## config.mk

```make
export PLATFORM = sky130hd
export DESIGN_NAME = reg_bank_arb
export DESIGN_NICKNAME = d
export VERILOG_FILES = /design/src/rtl/reg_bank_arb.sv
export SDC_FILE = /design/constraint.sdc
export NUM_CORES = 1
export LEC_CHECK = 0
export ABC_AREA = 0
export CORE_UTILIZATION = 35
export DETAILED_ROUTE_END_ITERATION = 10
export GPL_TIMING_DRIVEN = 0
export PLACE_DENSITY = 0.73
export SYNTH_ARGS = -nofsm -noshare
export SYNTH_HDL_FRONTEND = slang
export SYNTH_SLANG_ARGS = --single-unit
```

## constraint.sdc

```tcl
create_clock -name clock -period 1.8 [get_ports clock]
set_clock_uncertainty 0.2 [all_clocks]
set_input_delay 0.45 -clock clock [delete_from_list [all_inputs] [get_ports clock]]
set_output_delay 0.45 -clock clock [all_outputs]
set_load 0.01 [all_outputs]
```

## src/rtl/reg_bank_arb.sv

```systemverilog
`default_nettype none
// ============================================================================
// Module   : reg_bank_arb
// Purpose  : Two-requester round-robin arbiter that forwards 12-bit
//            instructions to a register bank with registered grants.
//            Optional opcode legality check: REG_BANK_ARB_OPCHECK_EN.
// Revision : 1.0
// ============================================================================
module reg_bank_arb (
  input  logic        clock,
  input  logic        reset,
  input  logic        req0,
  input  logic [11:0] inst0,
  output logic        grant0,
  input  logic        req1,
  input  logic [11:0] inst1,
  output logic        grant1,
  output logic [11:0] inst,
  output logic        inst_en,
  output logic        error,
  output logic [7:0]  count
);

  typedef enum logic [1:0] {
    ST_RESET   = 2'h0,
    ST_READY   = 2'h1,
    ST_ERROR   = 2'h2,
    ST_ERROR_X = 2'h3
  } state_t;

  state_t      r_state;
  logic        r_last;
  logic        r_grant0;
  logic        r_grant1;
  logic        r_inst_en;
  logic        r_error;
  logic [11:0] r_inst;
  logic [7:0]  r_count;

  logic        w_elig0;
  logic        w_elig1;
  logic        w_win;
  logic        w_pick1;
  logic [11:0] w_win_inst;
  logic        w_illegal;

  // A requester granted last cycle is still presenting the instruction just sent.
  assign w_elig0    = req0 & ~r_grant0;
  assign w_elig1    = req1 & ~r_grant1;
  assign w_win      = w_elig0 | w_elig1;
  assign w_pick1    = w_elig1 & (~w_elig0 | ~r_last);
  assign w_win_inst = w_pick1 ? inst1 : inst0;

`ifdef REG_BANK_ARB_OPCHECK_EN
  assign w_illegal = (w_win_inst[11:8] > 4'h5);
`else
  assign w_illegal = 1'b0;
`endif

  always_ff @(posedge clock) begin
    if (reset) begin
      r_state   <= ST_RESET;
      r_last    <= 1'b1;
      r_grant0  <= 1'b0;
      r_grant1  <= 1'b0;
      r_inst_en <= 1'b0;
      r_error   <= 1'b0;
      r_inst    <= 12'h000;
      r_count   <= 8'h00;
    end else begin
      case (r_state)
        ST_RESET: begin
          r_state   <= ST_READY;
          r_grant0  <= 1'b0;
          r_grant1  <= 1'b0;
          r_inst_en <= 1'b0;
          r_error   <= 1'b0;
          r_inst    <= 12'h000;
          r_count   <= 8'h00;
        end
        ST_READY: begin
          if (w_win && w_illegal) begin
            r_state   <= ST_ERROR;
            r_grant0  <= 1'b0;
            r_grant1  <= 1'b0;
            r_inst_en <= 1'b0;
            r_error   <= 1'b1;
            r_inst    <= 12'h000;
            r_count   <= 8'h00;
          end else if (w_win) begin
            r_inst    <= w_win_inst;
            r_inst_en <= 1'b1;
            r_grant0  <= ~w_pick1;
            r_grant1  <= w_pick1;
            r_count   <= r_count + 8'h01;
            r_last    <= w_pick1;
          end else begin
            r_inst_en <= 1'b0;
            r_grant0  <= 1'b0;
            r_grant1  <= 1'b0;
          end
        end
        default: begin
          // Error (and the unused encoding) is sticky until reset.
          r_state   <= ST_ERROR;
          r_grant0  <= 1'b0;
          r_grant1  <= 1'b0;
          r_inst_en <= 1'b0;
          r_error   <= 1'b1;
          r_inst    <= 12'h000;
          r_count   <= 8'h00;
        end
      endcase
    end
  end

  assign grant0  = r_grant0;
  assign grant1  = r_grant1;
  assign inst    = r_inst;
  assign inst_en = r_inst_en;
  assign error   = r_error;
  assign count   = r_count;

endmodule
`default_nettype wire

```

# Word-level counts from Yosys, hierarchy flattened
# Index checks and enable logic that the tools add are counted.
# W data, S select, Z words.
[op_classes]
addsub = 1
eq_ne = 1
n_mux = 4
bitwise = 12
n_reduce_logical = 4
[op_table]
columns = ["op", "n"]
rows = [
  ["$mux W12", 1],
  ["$add A8 B1 Y8 const B", 1],
  ["$not A1 Y1", 7],
  ["$pmux W2 S2", 1],
  ["$and A1 B1 Y1", 3],
  ["$reduce_or A3 Y1", 1],
  ["$eq A2 B1 Y1 const B", 1],
  ["$logic_not A2 Y1", 1],
  ["$or A1 B1 Y1", 2],
  ["$pmux W1 S2", 1],
  ["$reduce_and A2 Y1", 1],
  ["$reduce_or A2 Y1", 1],
  ["$mux W1", 1],
]
[totals]
regBits = 27
inputBits = 28
output_inout_bits = 24
wordCells = 30

# Logic depth before layout (Yosys ltp)
# Gate-level depths: netlist of run 1.
[depth]
word_depth = 6
mapped_depth = 6
depth_no_buf = 4

# Worst setup path before layout of run 1
# OpenSTA, ideal clock, no wires.
[synth_timing]
path_kind = "input-to-reg"
start = "in req1"
end = "reg r_count[0] (netlist: count[0])"
setup_ns = 0.137
t_arrival_ns = 1.237
t_required_ns = 1.463
setup_slack_ns = 0.225
stages = 6
path_buffers = 2
cell_sequence = "nor2b_4 buf_6 or2_4 buf_6 xnor2_1 nor2_1"
[synth_between]
elab_chain_len = 2
[synth_lines]
columns = ["element", "line_no", "text"]
rows = [
  ["start, declared", "15", "input logic req1,"],
  ["$and A1 B1 Y1", "49", "assign w_elig1 = req1 & ~r_grant1;"],
  ["$or A1 B1 Y1", "50", "assign w_win = w_elig0 | w_elig1;"],
  ["end signal, assigned", "95", "r_count <= r_count + 8'h01;"],
  ["end, declared", "38", "logic [7:0] r_count;"],
]
# No other way between the ends.
# A chain may end at the register's enable or synchronous reset.

# Final worst setup path of run 1
[layout_timing]
start = "in req0"
end = "reg r_inst[3] (netlist: inst[3])"
[layout_between]
elab_chain_len = 5
elab_cells_between_ends = 6
classes_between = "mux (1); bitwise (5)"
[layout_lines]
columns = ["element", "line_no", "text"]
rows = [
  ["start, declared", "12", "input logic req0,"],
  ["$and A1 B1 Y1 *", "48", "assign w_elig0 = req0 & ~r_grant0;"],
  ["$not A1 Y1", "51", "assign w_pick1 = w_elig1 & (~w_elig0 | ~r_last);"],
  ["$or A1 B1 Y1", "51", ""],
  ["$and A1 B1 Y1", "51", ""],
  ["$mux W12", "52", "assign w_win_inst = w_pick1 ? inst1 : inst0;"],
  ["end signal, assigned", "91", "r_inst <= w_win_inst;"],
  ["end, declared", "37", "logic [11:0] r_inst;"],
]
# Mark *: on every way between the ends. The rest lies on a longest branch, timed or not.

==> out/metrics.yaml, run 1 <==
multi_input_area_sq_um: 606
hold_path_depth: 1
drt_iter0_markers: 13
std_cell_rows: 20
path_clk_slew_ns: 0.14
wire_per_inst_um: 12.8
critical_path.reg2reg.endpoint: "inst[3]"
min_period_ns: 1.72
clk_latency_ns: 0.32
start_util_pct: 38.1
grtUsageMet3_pct: 6.40
ys_seq_area_share_pct: 43.3
peakVddDrop_uv: 316
cts-root-buf: "clkbuf_4"
power.internal_mw: 0.973
hold_end: "r_state[0]"
synth_top_family_by_area: "compound AO/OA/AOI/OAI gates"
grt_util_met1_pct: 19.3
ys_warn_count: 0
final_nets: 215
startpoint_type: "input port"
cts_tree: "done"
rr_startpoint: "grant1"
r2r_slack_ns: 0.31
die_w_um: 60.6
min_path_type: "reg -> reg"
grt_use_met2_pct: 31.4
endpoint_kind: "register"
period_share_pct: 95.4
grt_first_pass_wirelength_mm: 4.74
grt_overflow_total: 0
viasPerCell: 4.89
crit_slowest_cell: "clkdlybuf4s50_1"
sw_frac_of_total_pct: 24.6
synth-xor-area-share_pct: 5.10
synth.ff_latch_count: 26
status: "completed"
crit_family: "buffers and inverters"
vias: 1120
p_total_mw: 1.29
syn_avg_cell_area_sq_um: 9.69
p_sw_mw: 0.318
drc_errors: 0
gp_congestion: 0.739
seqCellArea_sq_um: 538
cts.sinks: 26
final-setup-viol-count: 0
io_buffers: 51
arrival_ns: 1.76
grt_max_degree: 16
drtPass1Iterations: 4
dieArea_sq_um: 3670
cp_max_fo: 10
core_area_sq_um: 3150
power.share.clock_pct: 31.4
crit_type: "in -> reg"
grt_pass1_vias: 1099
synth_cell_types: 29
routed_wl_mm: 2.94
clockBufferDepth: 2
synth-simple-area-share_pct: 20.0
min_from: "r_state[1]"
p_leak_nw: 0.836
max_freq_ghz: 0.583
synth_compound_area_share_pct: 24.3
boundaryPins: 52
busiest_layer: "met2"
antenna_found_initial: 0
place_hpwl_mm: 2.25
syn_inst: 124
die_y_um: 60.6
cpPeakStageDelay_ns: 0.40
drive_gt1_share_pct: 23.2
fillers: 300
tns_ns: 0
slew_viol_final: 0
power.density_nw_per_um2: 693
fin_util_pct: 59.0
ant_nets: 0
critical_path_buf_inv_count: 3
htree_levels: 1
tightestPinTransition_ns: 0.440
holdWs_ns: 0.275
worstRegToRegCells: 5
hold_buffers: 0
synth.net_count: 153
syn-cell-area_sq_um: 1200
insertedDiodeCount: 0
crit_chain: "clkdlybuf4s50_1 > nor2b_4 > buf_4 > a21oi_4 > buf_6 > a21oi_1 > a211oi_1"
synth-adder-area-share_pct: 1.04
combPwrFrac_pct: 21.3
cts_buffers: 3
slew-limit-headroom_pct: 70.7
pwr-share-seq_pct: 47.3
drv_cap: 0
grt_usage_pct: 17.6
rsz0062_at_grt: "no"
yosys-mux-area-fraction_pct: 0
critPathRequiredTime_ns: 1.85
area_delta_synth_final_pct: 54.9
hold_viol: 0
## power by group through the flow
stage,Clock [mW],Sequential [mW],Combinational [mW]
6_report,0.405,0.611,0.275
5_1_grt,0.439,0.614,0.301
4_1_cts,0.414,0.611,0.263
3_5_place_dp,0,0.628,0.273
3_3_place_gp,0,0.627,0.267
2_1_floorplan,0,0.636,0.137
## registers in the layout, summed over array words and instances, names as in the netlist
register  flops
inst         12
count         8
r_state       2
grant0        1
grant1        1
inst_en       1
r_last        1
## final cells by class
cell class / count / area share [%]
buffer: 8 / 4.30
tap: 44 / 2.96
inverter: 1 / 0.202
clock buffer: 3 / 1.21
multi-input combinational: 89 / 32.5
timing repair buffer: 57 / 28.2
sequential: 26 / 28.9
clock inverter: 1 / 1.61
## cell usage after synthesis (all sizes together)
cell type | count | area share, %
xor2 | 6 | 4.4
o211ai | 4 | 2.5
a21oi | 12 | 5.9
nor2 | 23 | 8.5
a21o | 1 | 1.2
ha | 1 | 1.0
a222oi | 2 | 1.7
and3 | 1 | 0.52
xnor2 | 1 | 0.73
buf | 7 | 5.6
inv | 1 | 0.31
or2 | 1 | 0.73
clkbuf | 1 | 0.31
nand2b | 1 | 0.73
and4 | 1 | 0.73
o2111ai | 2 | 1.5
a211oi | 10 | 10
o21a | 1 | 0.63
o21ai | 2 | 0.83
nand2 | 14 | 4.4
dfxtp | 26 | 43
and2 | 1 | 0.52
nor2b | 5 | 3.9
## through the flow
stage / cells / setup slack [ns] / area, sq um
6_report: 229 / 0.0837 / 1860
5_1_grt: 229 / 0.00861 / 1860
4_1_cts: 224 / 0.0361 / 1820
3_5_place_dp: 219 / -0.393 / 1770
3_3_place_gp: 219 / -0.380 / 1770
2_1_floorplan: 124 / 0.225 / 1200
## worst max-delay path by stage
stage | cells after the start | startpoint | to | slack (ns)
finish | 7 | req0 | inst[3] | 0.08
global route | 7 | req1 | count[2] | 0.009
CTS | 7 | req0 | inst[1] | 0.04
detailed placement | 5 | reset | count[0] | -0.39
global placement | 5 | reset | count[0] | -0.38
floorplan | 6 | req1 | count[0] | 0.23
## cells in the final DEF, fill, tap and decap left out, types with 3 or more instances in the layout
master / n
dlygate4sd2_1: 24
nand2_1: 14
a21oi_1: 11
xor2_1: 6
buf_6: 5
nor2_1: 22
clkdlybuf4s50_1: 27
buf_4: 6
clkbuf_4: 3
dfxtp_1: 16
nor2b_1: 3
dfxtp_2: 8
o211ai_1: 4
a211oi_2: 9
## kinds of logic (layout without fill, tap and decap cells)
family                   count (synthesis)  in the layout
adder cells (fa/ha/maj)                  1              1
XOR/XNOR                                 7              7
buffers and inverters                    9             70
flip-flops                              26             26
AND/OR/NAND/NOR                         47             47
AO/OA/AOI/OAI                           34             34
## per-layer routing
metal | wire (um) | part of all wire [%]
met1 | 1210 | 41
met2 | 1420 | 48
met3 | 288 | 9.8
met4 | 29 | 0.99
met5 | 0 | 0
## what timing repair did
item                                    in CTS  in global routing
setup buffers                                1                  5
gates resized for setup                     37                  2
pin swaps                                    0                  1
gates cloned                                 0                  0
endpoints found under the setup margin      26                  4
Power figures use the tool's default switching activity.
==> run 2: changes to the inputs <==
--- a/config.mk
+++ b/config.mk
@@ -6,10 +6,13 @@
 export NUM_CORES = 1
 export LEC_CHECK = 0
 export ABC_AREA = 0
+export CAP_MARGIN = 15
+export CORE_MARGIN = 3
 export CORE_UTILIZATION = 35
 export DETAILED_ROUTE_END_ITERATION = 10
 export GPL_TIMING_DRIVEN = 0
 export PLACE_DENSITY = 0.73
+export SLEW_MARGIN = 20
 export SYNTH_ARGS = -nofsm -noshare
 export SYNTH_HDL_FRONTEND = slang
 export SYNTH_SLANG_ARGS = --single-unit
==> out/metrics.yaml, run 2 (synthesized netlist as in run 1, its figures left out) <==
viasPerCell: 4.79  # was 4.89
drv_cap: 0  # unchanged
worstRegToRegCells: 6  # was 5
antenna_found_initial: 0  # unchanged
setup_slack_ns: 0.0535  # was 0.0837 ns
dp_slack_ns: -0.387  # was -0.393 ns
core_area_sq_um: 3150  # unchanged
dieArea_sq_um: 4170  # was 3670 sq um
p_leak_nw: 0.827  # was 0.836 nW
grt_first_pass_wirelength_mm: 4.86  # was 4.74 mm
slew_viol_final: 0  # unchanged
drt_iter0_markers: 33  # was 13
path_clk_slew_ns: 0.14  # about the same
endpoint_kind: "register"  # unchanged
largest_register_ffs: 12  # unchanged
cts_tree: "done"  # unchanged
cts.sinks: 26  # unchanged
start_util_pct: 38.1  # unchanged
crit_type: "in -> reg"  # unchanged
critical_path.reg2reg.endpoint: "inst[0]"  # was inst[3]
p_total_mw: 1.18  # was 1.29 mW
tightestPinTransition_ns: 0.427  # was 0.440 ns
grt_overflow_total: 0  # unchanged
hold_buffers: 0  # unchanged
slew-limit-headroom_pct: 71.5  # was 70.7%
routed_wl_mm: 3.00  # was 2.94 mm
holdWs_ns: 0.243  # was 0.275 ns
die_w_um: 64.6  # was 60.6 um
arrival_ns: 1.76  # about the same
std_cell_rows: 20  # unchanged
crit_chain: "clkdlybuf4s50_1 > nor2b_4 > buf_8 > nor2_8 > buf_4 > a222oi_1 > nor2_1"  # was clkdlybuf4s50_1 > nor2b_4 > buf_4 > a21oi_4 > buf_6 > a21oi_1 > a211oi_1
tns_ns: 0  # unchanged
peakVddDrop_uv: 308  # was 316 uV
insertedDiodeCount: 0  # unchanged
hold_viol: 0  # unchanged
drive_gt1_share_pct: 22.4  # was 23.2%
final_cell_area_sq_um: 1830  # was 1860 sq um
rsz0062_at_grt: "no"  # unchanged
fin_cells: 227  # was 229
grt_max_degree: 15  # was 16
io_buffers: 51  # unchanged
min_period_ns: 1.75  # was 1.72 ns
period_share_pct: 97.0  # was 95.4%
dp_cells: 219  # unchanged
place_area_sq_um: 1770  # unchanged
final_cell_mix: "clkdlybuf4s50_1, dlygate4sd2_1, nor2_1"  # unchanged
power.density_nw_per_um2: 644  # was 693 nW/um^2
grt_usage_pct: 14.7  # was 17.6%
status: "completed"  # unchanged
place_hpwl_mm: 2.31  # was 2.25 mm
clockBufferDepth: 2  # unchanged
startpoint_type: "input port"  # unchanged
r2r_slack_ns: 0.32  # was 0.31 ns
drc_errors: 0  # unchanged
wire_per_inst_um: 13.2  # was 12.8 um
cpPeakStageDelay_ns: 0.46  # was 0.40 ns
grt_pass1_vias: 1054  # was 1099
final_common_cell: "clkdlybuf4s50_1"  # unchanged
area_delta_synth_final_pct: 52.0  # was 54.9%
die_y_um: 64.6  # was 60.6 um
max_freq_ghz: 0.573  # was 0.583 GHz
worstSetupEndpoint: "inst[0]"  # was inst[3]
min_path_type: "reg -> reg"  # unchanged
clk_latency_ns: 0.32  # about the same
cts-root-buf: "clkbuf_4"  # unchanged
rr_startpoint: "grant0"  # was grant1
ant_nets: 0  # unchanged
drtPass1Iterations: 4  # unchanged
critPathRequiredTime_ns: 1.81  # was 1.85 ns
htree_levels: 1  # unchanged
boundaryPins: 52  # unchanged
fin_util_pct: 57.9  # was 59.0%
cts_buffers: 3  # unchanged
gp_congestion: 0.718  # was 0.739
cp_max_fo: 10  # unchanged
final-setup-viol-count: 0  # unchanged
fillers: 315  # was 300
crit_slowest_cell: "clkdlybuf4s50_1"  # unchanged
crit_path_start: "req0"  # unchanged
final_nets: 213  # was 215
vias: 1088  # was 1120
run 2: cell types whose count changed in the layout (fill, tap and decap cells not counted), sizes merged:
cell and change:
clkdlybuf4s50 -1, bufinv -1, dlymetal6s2s +1, buf -2, clkbuf +1
run 2: worst max-delay path, delay by kind of cell:
kind | cells | cell delay (ns)
compound gates | 1 | 0.24
simple gates | 3 | 0.30
buf+inv | 3 | 0.77
run 2: cell type report:
type                       count  area (sq um)  share of cell area, %
buffer                         8          76.3                   4.18
clock buffer                   4          36.3                   1.99
inverter                       1          3.75                  0.206
multi-input combinational     89           606                   33.2
sequential                    26           536                   29.3
tap                           44          55.1                   3.02
timing repair buffer          55           513                   28.1
run 2: worst min-delay path by stage:
stage,start,end,cells past startpoint
floorplan,r_state[1],r_state[0],1
global placement,r_state[1],r_state[0],1
detailed placement,r_state[1],r_state[0],1
CTS,r_state[1],r_state[0],1
global route,r_state[1],r_state[0],1
finish,r_state[1],r_state[0],1
run 2: repair_timing:
| action | in CTS | in global routing |
|---|---|---|
| pin swaps | 0 | 2 |
| endpoints found under the hold margin | 0 | 0 |
| setup buffers | 1 | 3 |
| endpoints found under the setup margin | 27 | 3 |
| resized for setup | 36 | 2 |
| cloned | 0 | 0 |
run 2: report_power, final:
group          internal (mW)  switching [mW]  total, mW
combinational          0.146           0.123      0.268
clock                  0.124           0.172      0.295
sequential             0.598          0.0144      0.613
run 2: metal layers:
| layer | vias to the layer above | global-route usage, % | share of wire, % |
|---|---|---|---|
| met4 | 0 | 3.96 | 0.47 |
| met2 | 47 | 25.5 | 48 |
| met5 | - | 0 | 0 |
| li1 | 548 | - | - |
| met3 | 2 | 6.41 | 11 |
| met1 | 491 | 16.4 | 40 |
==> run 3: changes to the inputs <==
--- a/config.mk
+++ b/config.mk
@@ -7,6 +7,7 @@
 export LEC_CHECK = 0
 export ABC_AREA = 0
 export CAP_MARGIN = 15
+export CORE_ASPECT_RATIO = 1.1
 export CORE_MARGIN = 3
 export CORE_UTILIZATION = 35
 export DETAILED_ROUTE_END_ITERATION = 10
==> out/metrics.yaml, run 3 (synthesized netlist as in run 1, its figures left out) <==
insertedDiodeCount: 0  # unchanged
tightestPinTransition_ns: 0.407  # was 0.427 ns
drc_errors: 0  # unchanged
arrival_ns: 1.75  # was 1.76 ns
cpPeakStageDelay_ns: 0.44  # was 0.46 ns
clk_latency_ns: 0.31  # was 0.32 ns
rsz0062_at_grt: "no"  # unchanged
vias: 1088  # unchanged
boundaryPins: 52  # unchanged
drtPass1Iterations: 4  # unchanged
cts-root-buf: "clkbuf_4"  # unchanged
fin_cells: 217  # was 227
drv_cap: 0  # unchanged
r2r_slack_ns: 0.33  # was 0.32 ns
tns_ns: 0  # unchanged
hold_end: "r_state[0]"  # unchanged
gp_congestion: 0.804  # was 0.718
drt_iter0_markers: 34  # was 33
crit_family: "buffers and inverters"  # unchanged
hold_path_depth: 1  # unchanged
multi_input_area_sq_um: 606  # unchanged
setup_slack_ns: 0.0571  # was 0.0535 ns
area_delta_synth_final_pct: 52.3  # was 52.0%
fillers: 300  # was 315
critical_path.reg2reg.endpoint: "inst[3]"  # was inst[0]
std_cell_rows: 21  # was 20
cpMostUsedCell: "buf_6"
status: "completed"  # unchanged
hold_viol: 0  # unchanged
crit_slowest_cell: "clkdlybuf4s50_1"  # unchanged
critPathRequiredTime_ns: 1.81  # about the same
largest_register_ffs: 12  # unchanged
startpoint_type: "input port"  # unchanged
crit_type: "in -> reg"  # unchanged
seqCellArea_sq_um: 534  # was 536 sq um
cp_max_fo: 10  # unchanged
fin_util_pct: 58.0  # was 57.9%
ant_nets: 0  # unchanged
grt_usage_pct: 14.8  # was 14.7%
max_freq_ghz: 0.574  # was 0.573 GHz
path_clk_slew_ns: 0.14  # about the same
dp_cells: 209  # was 219
cts.sinks: 26  # unchanged
critical_path_buf_inv_count: 3  # unchanged
start_util_pct: 38.1  # unchanged
routed_wl_mm: 2.89  # was 3.00 mm
wire_per_inst_um: 13.3  # was 13.2 um
hold_buffers: 0  # unchanged
die_y_um: 67.4  # was 64.6 um
clockBufferDepth: 2  # unchanged
cts_tree: "done"  # unchanged
grt_pass1_vias: 1024  # was 1054
min_from: "r_state[1]"  # unchanged
p_total_mw: 1.27  # was 1.18 mW
dp_slack_ns: -0.401  # was -0.387 ns
cts_buffers: 3  # unchanged
period_share_pct: 96.8  # was 97.0%
endpoint_kind: "register"  # unchanged
io_buffers: 51  # unchanged
grt_first_pass_wirelength_mm: 4.64  # was 4.86 mm
p_leak_nw: 0.825  # was 0.827 nW
grt_max_degree: 16  # was 15
slew_viol_final: 0  # unchanged
slew-limit-headroom_pct: 72.9  # was 71.5%
antenna_found_initial: 0  # unchanged
rr_startpoint: "grant1"  # was grant0
min_path_type: "reg -> reg"  # unchanged
place_hpwl_mm: 2.25  # was 2.31 mm
core_area_sq_um: 3150  # unchanged
power.density_nw_per_um2: 695  # was 644 nW/um^2
die_w_um: 61.9  # was 64.6 um
final_common_cell: "clkdlybuf4s50_1"  # unchanged
grt_overflow_total: 0  # unchanged
final-setup-viol-count: 0  # unchanged
final_nets: 213  # unchanged
worstRegToRegCells: 5  # was 6
crit_chain: "clkdlybuf4s50_1 > nor2b_4 > buf_6 > or2_4 > buf_6 > xnor2_1 > nor2_1"  # was clkdlybuf4s50_1 > nor2b_4 > buf_8 > nor2_8 > buf_4 > a222oi_1 > nor2_1
peakVddDrop_uv: 391  # was 308 uV
dieArea_sq_um: 4170  # about the same
htree_levels: 1  # unchanged
min_period_ns: 1.74  # was 1.75 ns
final_cell_mix: "clkdlybuf4s50_1, dlygate4sd2_1, nor2_1"  # unchanged
viasPerCell: 5.01  # was 4.79
drive_gt1_share_pct: 21.9  # was 22.4%
## run 3: metal layers
layer / vias to the layer above / track usage [%] / part of all wire (%)
li1: 547 / - / -
met1: 502 / 17.8 / 43
met2: 37 / 25.5 / 50
met3: 2 / 2.29 / 6.3
met4: 0 / 6.37 / 1.1
met5: - / 0 / 0
## run 3: what timing repair did
action | CTS | global route
buffers inserted | 0 | 4
pin swaps | 0 | 2
endpoints found under the setup margin | 28 | 9
gates resized for setup | 35 | 2
## run 3: how the worst max path moves through the flow
stage / startpoint / endpoint / slack [ns] / cells past startpoint
2_1_floorplan: req1 / count[0] / 0.23 / 6
3_3_place_gp: reset / count[0] / -0.36 / 5
3_5_place_dp: reset / count[0] / -0.40 / 5
4_1_cts: req0 / inst[1] / 0.01 / 7
5_1_grt: req1 / count[0] / 0.0007 / 7
6_report: req1 / count[0] / 0.06 / 7
## run 3: layout make-up
type	instances	area share (%)
Clock inverter	1	1.64
Inverter	1	0.205
Sequential cell	26	29.2
Clock buffer	3	1.23
Buffer	8	4.38
Tap cell	34	2.33
Multi-Input combinational cell	89	33.1
Timing Repair Buffer	55	27.9
## run 3: power breakdown
part | internal [mW] | total, mW | leakage, nW | switching, mW
Clock | 0.225 | 0.391 | 0.0279 | 0.166
Sequential | 0.598 | 0.614 | 0.217 | 0.0151
Combinational | 0.147 | 0.268 | 0.580 | 0.121
## run 3: through the flow
stage	hold slack, ns	instance area (sq um)
after floorplan	0.261	1200
after global placement	0.231	1750
after detailed placement	0.246	1750
after CTS	0.243	1790
after global routing	0.271	1830
final	0.239	1830
